**src/rtl/alu_arbiter_if.sv**
```systemverilog
// alu_arbiter_if: groups the two requester channels, the ALU operand/result
// bus and the response channel shared between an alu_arbiter and its
// surroundings.
//   slave  modport: the arbiter side (takes requests, drives the ALU, responds)
//   master modport: the environment side (requesters, ALU, response consumer)
// Signal suffixes (_i/_o) are written from the arbiter's point of view.
interface alu_arbiter_if;
  // requester 0
  logic        req0_valid_i;
  logic        req0_ready_o;
  logic [31:0] req0_data1_i;
  logic [31:0] req0_data2_i;
  logic [2:0]  req0_ctrl_i;
  // requester 1
  logic        req1_valid_i;
  logic        req1_ready_o;
  logic [31:0] req1_data1_i;
  logic [31:0] req1_data2_i;
  logic [2:0]  req1_ctrl_i;
  // shared combinational ALU
  logic [31:0] alu_data1_o;
  logic [31:0] alu_data2_o;
  logic [2:0]  alu_ctrl_o;
  logic [31:0] alu_data_i;
  // response channel
  logic        rsp_valid_o;
  logic        rsp_ready_i;
  logic [31:0] rsp_data_o;
  logic        rsp_id_o;
  logic        busy_o;

  modport slave (
    input  req0_valid_i, req0_data1_i, req0_data2_i, req0_ctrl_i,
    input  req1_valid_i, req1_data1_i, req1_data2_i, req1_ctrl_i,
    input  alu_data_i, rsp_ready_i,
    output req0_ready_o, req1_ready_o,
    output alu_data1_o, alu_data2_o, alu_ctrl_o,
    output rsp_valid_o, rsp_data_o, rsp_id_o, busy_o
  );

  modport master (
    output req0_valid_i, req0_data1_i, req0_data2_i, req0_ctrl_i,
    output req1_valid_i, req1_data1_i, req1_data2_i, req1_ctrl_i,
    output alu_data_i, rsp_ready_i,
    input  req0_ready_o, req1_ready_o,
    input  alu_data1_o, alu_data2_o, alu_ctrl_o,
    input  rsp_valid_o, rsp_data_o, rsp_id_o, busy_o
  );
endinterface

```
**src/rtl/alu_arbiter.sv**
```systemverilog
// alu_arbiter: shares one combinational ALU between two requesters.
// Requests are granted round-robin in IDLE; the accepted operands are
// registered onto the ALU bus and held while the op settles (MUL_LAT cycles
// for a multiply, one cycle otherwise). The ALU result is then captured and
// offered with the requester id on a valid/ready response channel.
// Ports:
//   clk_i  - clock, rising edge
//   rst_i  - asynchronous active-high reset
//   bus    - alu_arbiter_if.slave: request, ALU and response signals
// Parameters:
//   MUL_LAT - cycles the operands are held for a multiply (1..15)
module alu_arbiter #(
  parameter int unsigned MUL_LAT = 3
) (
  input  logic           clk_i,
  input  logic           rst_i,
  alu_arbiter_if.slave   bus
);

  localparam logic [2:0] CTRL_MUL = 3'b101;

  typedef enum logic [1:0] {
    IDLE,
    EXEC,
    RESP
  } state_t;

  state_t      state;
  state_t      next_state;

  logic        last;        // id of the most recently accepted requester
  logic        id_q;        // id of the op in flight
  logic [3:0]  cnt;         // cycles left before the result is captured
  logic [31:0] alu_data1;
  logic [31:0] alu_data2;
  logic [2:0]  alu_ctrl;
  logic [31:0] rsp_data;
  logic        rsp_id;

  logic        grant0;
  logic        grant1;
  logic        accept;
  logic        capture;
  logic        ready0;
  logic        ready1;

  logic [31:0] sel_data1;
  logic [31:0] sel_data2;
  logic [2:0]  sel_ctrl;

  // Round-robin: a lone requester always wins; on a tie the one that was
  // not served last wins. last resets to 1 so requester 0 wins the first tie.
  assign grant0 = bus.req0_valid_i && (!bus.req1_valid_i || last);
  assign grant1 = bus.req1_valid_i && (!bus.req0_valid_i || !last);

  // grant1 doubles as the id of the accepted requester.
  assign sel_data1 = grant1 ? bus.req1_data1_i : bus.req0_data1_i;
  assign sel_data2 = grant1 ? bus.req1_data2_i : bus.req0_data2_i;
  assign sel_ctrl  = grant1 ? bus.req1_ctrl_i  : bus.req0_ctrl_i;

  // NOTE: sequential state uses non-blocking assignments so every register
  // samples pre-edge values regardless of process ordering.
  always_ff @(posedge clk_i or posedge rst_i) begin
    if (rst_i) begin
      state <= IDLE;
    end else begin
      state <= next_state;
    end
  end

  // NOTE: every output of this block gets a default first, so no path can
  // leave a variable unassigned and infer a latch.
  always_comb begin
    next_state = state;
    accept     = 1'b0;
    capture    = 1'b0;
    ready0     = 1'b0;
    ready1     = 1'b0;
    case (state)
      IDLE: begin
        // state resets asynchronously, but ready is combinational from the
        // valids, so it is masked explicitly while reset is held.
        ready0 = grant0 && !rst_i;
        ready1 = grant1 && !rst_i;
        if (grant0 || grant1) begin
          accept     = 1'b1;
          next_state = EXEC;
        end
      end
      EXEC: begin
        if (cnt == 4'd1) begin
          capture    = 1'b1;
          next_state = RESP;
        end
      end
      RESP: begin
        if (bus.rsp_ready_i) begin
          next_state = IDLE;
        end
      end
      default: next_state = IDLE;
    endcase
  end

  // Datapath registers. alu_* hold their value after the op completes so the
  // ALU inputs never toggle needlessly; only reset clears them.
  always_ff @(posedge clk_i or posedge rst_i) begin
    if (rst_i) begin
      alu_data1 <= '0;
      alu_data2 <= '0;
      alu_ctrl  <= '0;
      id_q      <= 1'b0;
      last      <= 1'b1;
      cnt       <= '0;
      rsp_data  <= '0;
      rsp_id    <= 1'b0;
    end else begin
      if (accept) begin
        alu_data1 <= sel_data1;
        alu_data2 <= sel_data2;
        alu_ctrl  <= sel_ctrl;
        id_q      <= grant1;
        last      <= grant1;
        cnt       <= (sel_ctrl == CTRL_MUL) ? 4'(MUL_LAT) : 4'd1;
      end else if (state == EXEC) begin
        cnt <= cnt - 4'd1;
      end
      if (capture) begin
        rsp_data <= bus.alu_data_i;
        rsp_id   <= id_q;
      end
    end
  end

  assign bus.req0_ready_o = ready0;
  assign bus.req1_ready_o = ready1;
  assign bus.alu_data1_o  = alu_data1;
  assign bus.alu_data2_o  = alu_data2;
  assign bus.alu_ctrl_o   = alu_ctrl;
  assign bus.rsp_valid_o  = (state == RESP);
  assign bus.rsp_data_o   = rsp_data;
  assign bus.rsp_id_o     = rsp_id;
  assign bus.busy_o       = (state != IDLE);

endmodule

```
**src/flat_wrapper.sv**
```systemverilog
// flat-port wrapper written by rule: the top's interface ports become plain ports
module alu_arbiter_flat 
#(
  parameter int unsigned MUL_LAT = 3
)
  (clk_i, rst_i, bus_req0_valid_i, bus_req0_data1_i, bus_req0_data2_i, bus_req0_ctrl_i, bus_req1_valid_i, bus_req1_data1_i, bus_req1_data2_i, bus_req1_ctrl_i, bus_alu_data_i, bus_rsp_ready_i, bus_req0_ready_o, bus_req1_ready_o, bus_alu_data1_o, bus_alu_data2_o, bus_alu_ctrl_o, bus_rsp_valid_o, bus_rsp_data_o, bus_rsp_id_o, bus_busy_o);
  alu_arbiter_if bus_i ();
  input  logic clk_i;
  input  logic rst_i;
  input wire logic [$bits(bus_i.req0_valid_i)-1:0] bus_req0_valid_i;
  input wire logic [$bits(bus_i.req0_data1_i)-1:0] bus_req0_data1_i;
  input wire logic [$bits(bus_i.req0_data2_i)-1:0] bus_req0_data2_i;
  input wire logic [$bits(bus_i.req0_ctrl_i)-1:0] bus_req0_ctrl_i;
  input wire logic [$bits(bus_i.req1_valid_i)-1:0] bus_req1_valid_i;
  input wire logic [$bits(bus_i.req1_data1_i)-1:0] bus_req1_data1_i;
  input wire logic [$bits(bus_i.req1_data2_i)-1:0] bus_req1_data2_i;
  input wire logic [$bits(bus_i.req1_ctrl_i)-1:0] bus_req1_ctrl_i;
  input wire logic [$bits(bus_i.alu_data_i)-1:0] bus_alu_data_i;
  input wire logic [$bits(bus_i.rsp_ready_i)-1:0] bus_rsp_ready_i;
  output wire logic [$bits(bus_i.req0_ready_o)-1:0] bus_req0_ready_o;
  output wire logic [$bits(bus_i.req1_ready_o)-1:0] bus_req1_ready_o;
  output wire logic [$bits(bus_i.alu_data1_o)-1:0] bus_alu_data1_o;
  output wire logic [$bits(bus_i.alu_data2_o)-1:0] bus_alu_data2_o;
  output wire logic [$bits(bus_i.alu_ctrl_o)-1:0] bus_alu_ctrl_o;
  output wire logic [$bits(bus_i.rsp_valid_o)-1:0] bus_rsp_valid_o;
  output wire logic [$bits(bus_i.rsp_data_o)-1:0] bus_rsp_data_o;
  output wire logic [$bits(bus_i.rsp_id_o)-1:0] bus_rsp_id_o;
  output wire logic [$bits(bus_i.busy_o)-1:0] bus_busy_o;
  assign bus_i.req0_valid_i = bus_req0_valid_i;
  assign bus_i.req0_data1_i = bus_req0_data1_i;
  assign bus_i.req0_data2_i = bus_req0_data2_i;
  assign bus_i.req0_ctrl_i = bus_req0_ctrl_i;
  assign bus_i.req1_valid_i = bus_req1_valid_i;
  assign bus_i.req1_data1_i = bus_req1_data1_i;
  assign bus_i.req1_data2_i = bus_req1_data2_i;
  assign bus_i.req1_ctrl_i = bus_req1_ctrl_i;
  assign bus_i.alu_data_i = bus_alu_data_i;
  assign bus_i.rsp_ready_i = bus_rsp_ready_i;
  assign bus_req0_ready_o = bus_i.req0_ready_o;
  assign bus_req1_ready_o = bus_i.req1_ready_o;
  assign bus_alu_data1_o = bus_i.alu_data1_o;
  assign bus_alu_data2_o = bus_i.alu_data2_o;
  assign bus_alu_ctrl_o = bus_i.alu_ctrl_o;
  assign bus_rsp_valid_o = bus_i.rsp_valid_o;
  assign bus_rsp_data_o = bus_i.rsp_data_o;
  assign bus_rsp_id_o = bus_i.rsp_id_o;
  assign bus_busy_o = bus_i.busy_o;
  alu_arbiter #(.MUL_LAT(MUL_LAT)) u_core (.clk_i(clk_i), .rst_i(rst_i), .bus(bus_i));
endmodule
```
**config.mk**
```make
export PLATFORM = sky130hd
export DESIGN_NAME = alu_arbiter_flat
export DESIGN_NICKNAME = d
export VERILOG_FILES = /design/src/rtl/alu_arbiter_if.sv /design/src/rtl/alu_arbiter.sv /design/src/flat_wrapper.sv
export SDC_FILE = /design/constraint.sdc
export NUM_CORES = 1
export LEC_CHECK = 0
export BUFFER_PORTS_ARGS = -buffer_cell sky130_fd_sc_hd__buf_2
export CAP_MARGIN = 20
export CORE_MARGIN = 8
export CORE_UTILIZATION = 44
export DETAILED_ROUTE_END_ITERATION = 7
export PLACE_DENSITY_LB_ADDON = 0.05
export SKIP_LAST_GASP = 1
export SYNTH_ARGS = -nofsm -noshare
export SYNTH_HDL_FRONTEND = slang
export SYNTH_SLANG_ARGS = --single-unit
```
**constraint.sdc**
```tcl
create_clock -name clk_i -period 3.36 [get_ports clk_i]
set_input_delay 0.168 -clock clk_i [delete_from_list [all_inputs] [get_ports clk_i]]
set_output_delay 0.168 -clock clk_i [all_outputs]
set_load 0.03 [all_outputs]
```
== Yosys cells after proc, flatten, opt, wreduce, memory -nomap -nowiden ==
Cells that the tools add are included.

* Register bits: 108
* Input port bits: 171
* Logic and storage cells: 48

* Add/sub/neg operators: 1
* Equality and inequality tests: 7
* Mux-type cells: 16
* Reduce and logical (&&, ||, !) cells: 15

{| class="wikitable"
|+ Operator list
! operator !! number
|-
| $mux W32 || 2
|-
| $mux W2 || 4
|-
| $mux W4 || 2
|-
| $mux W1 || 6
|-
| $pmux W2 S3 || 1
|-
| $eq A4 B1 Y1 const B || 1
|-
| $logic_and A1 B1 Y1 || 4
|-
| $logic_not A1 Y1 || 4
|-
| $ne A2 B1 Y1 const B || 2
|-
| $reduce_bool A2 Y1 || 2
|-
| $sub A4 B1 Y4 const B || 1
|-
| $eq A3 B3 Y1 const B || 1
|-
| $logic_or A1 B1 Y1 || 3
|-
| $mux W3 || 1
|-
| $reduce_and A3 Y1 || 1
|-
| $eq A2 B1 Y1 const B || 1
|-
| $eq A2 B2 Y1 const B || 1
|-
| $logic_not A2 Y1 || 1
|-
| $ne A2 B2 Y1 const B || 1
|}

== Logic depth before layout (Yosys ltp) ==
Gate-level depths: netlist of run 1.

* Depth after elaboration: 7
* Depth in mapped cells: 6

== Worst setup path before layout of run 1 ==
Ideal clock, no wire load.

* Kind: input-to-output
* Start: input port rst_i
* End: output port bus_req1_ready_o
* Arrival time: 3.029 ns
* Path slack: 0.163 ns
* Cell stages on the path: 2
* Path buffers: 0
* Cells stage by stage: inv_1 > and3_1

* Cells in the longest elaborated chain, start to end: 3

{| class="wikitable"
|+ Ends and longest elaborated chain
! item !! RTL line !! source
|-
| from (decl) || flat_wrapper.sv:9 || <nowiki>input logic rst_i;</nowiki>
|-
| $logic_not A1 Y1 (no line) || n/a ||
|-
| $logic_and A1 B1 Y1 || alu_arbiter.sv:84 || <nowiki>ready1 = grant1 && !rst_i;</nowiki>
|-
| $mux W1 || alu_arbiter.sv:79 || <nowiki>case (state)</nowiki>
|-
| to (decl) || flat_wrapper.sv:21 || <nowiki>output wire logic [$bits(bus_i.req1_ready_o)-1:0] bus_req1_ready_o;</nowiki>
|}

No other way between the ends.

== Final worst setup path of run 1 ==
* Start: register u_core.cnt[1]
* End: register u_core.rsp_data[0], in the netlist u_core.bus.rsp_data_o[0]

* Cells in the longest elaborated chain, start to end: 3

{| class="wikitable"
|+ Ends and longest elaborated chain
! item !! RTL line !! source
|-
| from (decl) || alu_arbiter.sv:33 || <nowiki>logic [3:0] cnt;</nowiki>
|-
| from (signal assigned) || alu_arbiter.sv:124 || <nowiki>cnt <= (sel_ctrl == CTRL_MUL) ? 4'(MUL_LAT) : 4'd1;</nowiki>
|-
| from (signal assigned) || alu_arbiter.sv:126 || <nowiki>cnt <= cnt - 4'd1;</nowiki>
|-
| $eq A4 B1 Y1 || alu_arbiter.sv:91 || <nowiki>if (cnt == 4'd1) begin</nowiki>
|-
| $mux W1 || alu_arbiter.sv:91 ||
|-
| $mux W1 || alu_arbiter.sv:79 ||
|-
| to (signal assigned) || alu_arbiter.sv:129 || <nowiki>rsp_data <= bus.alu_data_i;</nowiki>
|-
| to (decl) || alu_arbiter.sv:37 || <nowiki>logic [31:0] rsp_data;</nowiki>
|}

No other way between the ends.
A chain may end at the register's enable or synchronous reset.

==> flow_summary.ini, run 1 <==
[clocking]
clkSlewWorstSetupHoldPaths_ns = 0.10
clk_path_buf_depth = 2
clock_sinks = 108
insertion_delay_ns = 0.36
numCtsBuffers = 9
cts_tree = built
cts_resized = 0
cts.htree.levels = 3
cts_root_buffer = clkbuf_8

[logic_synthesis]
ys_warn_count = 0
ys_ff_latch = 108
synthCells = 407
synth_edf_count = 0
avgSynthCellArea_sq_um = 11.70
syn_nets = 580
synth.distinct_cells = 34
ys.flop_type = dfrtp_1
async_flop_share_pct = 100.0
syn_area_sq_um = 4761
seq_area_frac_synth_pct = 56.79

[run_status]
outcome = completed

[worst_setup_path]
end_kind = flop
crit_chain = inv_1 > ha_1 > nor3b_1 > nand2_1 > buf_12 > mux2_2
startpoint = u_core.cnt[1]
crit_fanout = 20
r2r-start = u_core.cnt[1]
cpPeakStageDelay_ns = 0.48
worstPathRequired_ns = 3.61
critPathArrivalTime_ns = 2.36
cp-start-kind = flop
slowest_stage = nand2_1
path_class = flop to flop

[detailed_routing]
ant_nets = 0
routedWlPerCell_um = 16.21
drt_iter0_drc = 146
routed_wl_um = 13310
vias = 3899
dr.pass1.iters = 4
drc_errors = 0
viasPerCell = 4.749

[global_route]
grtUsageTotal_pct = 18.19
grt_pass1_wl_um = 20930
grt_max_degree = 74
overflow = 0
antenna_found_initial = 0
grt_pass1_vias = 4130

[floorplanning]
die_w_um = 120.0
die-area_sq_um = 14400
start_util_pct = 44.50
die_h_um = 120.0
pin_count = 275
coreArea_sq_um = 10700
core.rowCount = 38

[timing]
layout_setup_ws_ns = 1.253
rsz0062_at_grt = false
tightest_slew_ns = 0.8294
tns_ns = 0
min_period_over_period_pct = 62.72
setup_violations = 0
hold_viol_final = 0
finalCriticalPeriod_ns = 2.107
fmax_mhz = 474.5
drv_slew = 0
finalClockSkew_ns = 0.009248
slew_headroom_pct = 44.71

[worst_hold_path]
min-delay-start = bus_alu_data_i[21]
hold_path.class = primary input to flop

[placement]
numPlacedInstances = 803
post-place-ws_ns = 1.258
place.gp.congestion = 0.7405
detailed_place_hpwl_um = 10670
placed_cell_area_sq_um = 6212
portBuffers = 274

[cells_and_area]
drive_gt1_share_pct = 49.19
layout_commonest_cell = buf_2
antenna_cells = 0
stdcell_area_sq_um = 6464
final_cell_mix = buf_2, dfrtp_1, nand2_1, mux2i_1, o21ai_1
fin_cells = 821
fin_nets = 849
area_growth_pct = 35.77

[pwr]
peakVddDrop_mv = 0.4422
cellPowerDensity_nw_per_um2 = 1009
leakage_nw = 3.426

[flow_run]
drv_cap = 0
==> layer usage <==
layer / routed length (um) / GRT usage [%] / part of all wire, %
met1: 5095 / 20.14 / 38
met3: 1279 / 6.012 / 9.6
met4: 182 / 6.089 / 1.4
met5: 0 / 0 / 0
met2: 6748 / 32.17 / 51
==> cells by family (layout without fill, tap and decap cells) <==
| group | Yosys count | in the layout | synth area share (%) |
|---|---|---|---|
| AO/OA/AOI/OAI | 78 | 78 | 8.936 |
| XOR/XNOR | 3 | 3 | 0.5520 |
| adder cells (fa/ha/maj) | 2 | 2 | 0.5255 |
| buffers and inverters | 30 | 304 | 3.968 |
| flip-flops | 108 | 108 | 56.79 |
| multiplexers | 100 | 100 | 21.92 |
| AND/OR/NAND/NOR | 86 | 86 | 7.306 |
==> repair_timing <==
item	CTS	global route
hold buffers	2	0
hold endpoints to repair	43	0
setup buffers	0	0
==> synthesized netlist by cell type, types with 3 or more instances <==
library cell / n / area share [%]
mux2i_1: 66 / 14
nor3_1: 3 / 0.32
nand2_1: 73 / 5.8
buf_8: 3 / 0.95
buf_4: 5 / 0.79
buf_2: 7 / 0.74
mux2_2: 34 / 8.0
inv_1: 5 / 0.39
dfrtp_1: 107 / 56
o21ai_1: 39 / 4.1
o21ai_0: 30 / 3.2
clkbuf_1: 8 / 0.63
==> final timing paths <==
check	end	slack [ns]	cells past startpoint
max in group asynchronous	u_core.bus.alu_data2_o[25]	1.71	4
worst min register to register	u_core.bus.alu_data1_o[0]	0.48	2
worst min-delay path	u_core.bus.rsp_data_o[21]	0.03	2
worst max-delay path	u_core.bus.rsp_data_o[0]	1.25	6
min in group asynchronous	u_core.bus.alu_ctrl_o[2]	0.42	3
worst max register to register	u_core.bus.rsp_data_o[0]	1.25	6
==> area by class of cell <==
cell class / instances / area [sq um]
tap: 140 / 175.2
fill: 973 / 4234
clock inverter: 5 / 100.1
timing repair buffer: 283 / 1456
inverter: 5 / 21.27
multi-input combinational: 269 / 1876
sequential: 108 / 2704
clock buffer: 11 / 131.4
==> worst max-delay path, delay by kind of cell (launching register included) <==
kind,cells,cell delay [ns]
AND/OR/NAND/NOR,2,0.74
multiplexers,1,0.28
flip-flops,1,0.40
adder cells (fa/ha/maj),1,0.13
buffers and inverters,2,0.43
==> sequential cells by signal (all words and copies together), names as in the netlist <==
signal and flops:
u_core.bus.alu_ctrl_o 3, u_core.bus.alu_data1_o 32, u_core.bus.alu_data2_o 32, u_core.bus.rsp_data_o 32, u_core.bus.rsp_id_o 1, u_core.cnt 4
u_core.id_q 1, u_core.last 1, u_core.state 2
==> report_power, final <==
group	leakage [nW]	total, W	internal [W]	switching (W)
clock network	0.117	0.000907	0.000494	0.000414
registers	1.31	0.00227	0.00194	0.000324
logic	2.00	0.00335	0.00111	0.00224
total	3.43	0.00652	0.00355	0.00298
==> metrics by stage <==
stage / utilization (%) / hold WS (ns) / total power, W
after global routing: 60.42 / 0.01226 / 0.006944
after detailed placement: 58.07 / 0.2794 / 0.005712
after CTS: 60.42 / 0.01287 / 0.006634
after floorplan: - / 0.2756 / 0.004655
after global placement: 58.07 / 0.2719 / 0.005625
final: 60.42 / 0.03198 / 0.006525
(Power assumes the default switching activity.)
==> run 2: changes to the inputs <==
- clock period: 3.36 -> 2 ns (I/O delays scaled with it)
==> flow_summary.ini, run 2 (same netlist as run 1, synthesis figures left out) <==
[run_status]
outcome = completed

[global_route]
grt_pass1_wl_um = 22470
grt_pass1_vias = 4471
antenna_found_initial = 0
grt_max_degree = 109
grtUsageTotal_pct = 19.45
overflow = 0

[floorplanning]
die_h_um = 120.0
core.rowCount = 38
die_w_um = 120.0
coreArea_sq_um = 10700
die-area_sq_um = 14400
pin_count = 275
start_util_pct = 44.50

[placement]
place.gp.congestion = 0.8036
portBuffers = 274
numPlacedInstances = 806
placed_cell_area_sq_um = 6274
detailed_place_hpwl_um = 10860
post-place-ws_ns = 0.3411

[cells_and_area]
fill_cells = 913
final_cell_mix = buf_2, dfrtp_1, nand2_1, mux2i_1, dlygate4sd3_1
regArea_sq_um = 2704
multi_input_area_sq_um = 1876
drive_gt1_share_pct = 46.49
layout_commonest_cell = buf_2
stdcell_area_sq_um = 6939
fin_cells = 867
fin_nets = 896
area_growth_pct = 45.76
antenna_cells = 0

[timing]
layout_setup_ws_ns = 0.2306
slew_headroom_pct = 61.67
rsz0062_at_grt = false
setup_violations = 0
tightest_slew_ns = 0.5728
drv_slew = 0
fmax_mhz = 565.2
min_period_over_period_pct = 88.47
whs_ns = 0.01938
finalCriticalPeriod_ns = 1.769
finalClockSkew_ns = 0.009168
hold_viol_final = 0

[detailed_routing]
routed_wl_um = 14040
drt_iter0_drc = 210
drc_errors = 0
dr.pass1.iters = 4
viasPerCell = 4.723
routedWlPerCell_um = 16.19
vias = 4095
ant_nets = 0

[pwr]
leakage_nw = 3.616
finalPower_w = 0.01098
peakVddDrop_mv = 0.7484
cellPowerDensity_nw_per_um2 = 1582

[flow_run]
drv_cap = 0

[clocking]
cts_root_buffer = clkbuf_8
clock_sinks = 108
cts.htree.levels = 3
cts_hold_buffers = 46
cts_resized = 0
clkSlewWorstSetupHoldPaths_ns = 0.09
clk_path_buf_depth = 2
post-cts-setup-buffer-count = 0
insertion_delay_ns = 0.36
cts_tree = built
numCtsBuffers = 9

[worst_hold_path]
hold_path.class = primary input to flop

[worst_setup_path]
crit_fanout = 8
cp-start-kind = flop
path_class = flop to output pin
critPathArrivalTime_ns = 1.67
end_kind = output pin
worstPathRequired_ns = 1.90
==> run 2: cell type report <==
class,instances,share of cell area (%)
flip-flops and latches,108,38.96
repair buffers,330,28.20
multi-input cells,269,27.03
well taps,140,2.524
clock buffers,10,1.839
clock inverters,5,1.118
inverters,5,0.3246
==> run 2: path summary, 6_finish.rpt <==
kind | from | slack, ns | end | cells past startpoint
setup / recovery | u_core.state[0] | 0.23 | bus_req0_ready_o | 4
hold / removal | bus_req0_data1_i[6] | 0.02 | u_core.bus.alu_data1_o[6] | 3
setup reg to reg | u_core.cnt[0] | 0.37 | u_core.bus.rsp_data_o[15] | 5
hold reg to reg | u_core.bus.alu_data2_o[28] | 0.48 | u_core.bus.alu_data2_o[28] | 2
max in group asynchronous | rst_i | 1.08 | u_core.bus.alu_data1_o[19] | 4
min in group asynchronous | rst_i | 0.48 | u_core.bus.alu_data2_o[9] | 4
==> run 2: worst max-delay path, cell delays in order (launching register included) <==
cell	delay [ns]
dfrtp_1	0.44
nor2_2	0.32
nand2_1	0.14
nor3_1	0.19
buf_2	0.24
==> run 2: per-stage QoR <==
step / util [%] / TNS (ns)
floorplan: - / -0.2926
finish: 64.87 / 0
global route: 64.87 / 0
detailed placement: 58.64 / 0
CTS: 64.87 / 0
global placement: 58.64 / 0
==> run 2: report_power, final <==
group / internal, W / switching, W / leakage, nW
sequential: 0.00327 / 0.000566 / 1.31
combinational: 0.00197 / 0.00379 / 2.20
clock: 0.000696 / 0.000695 / 0.102
==> run 2: layer usage <==
metal	wire, um	vias up	GRT usage, %
li1	-	2032	-
met1	5405	1877	21.44
met2	7162	168	34.33
met3	1234	18	6.482
met4	233	0	6.870
met5	0	-	0
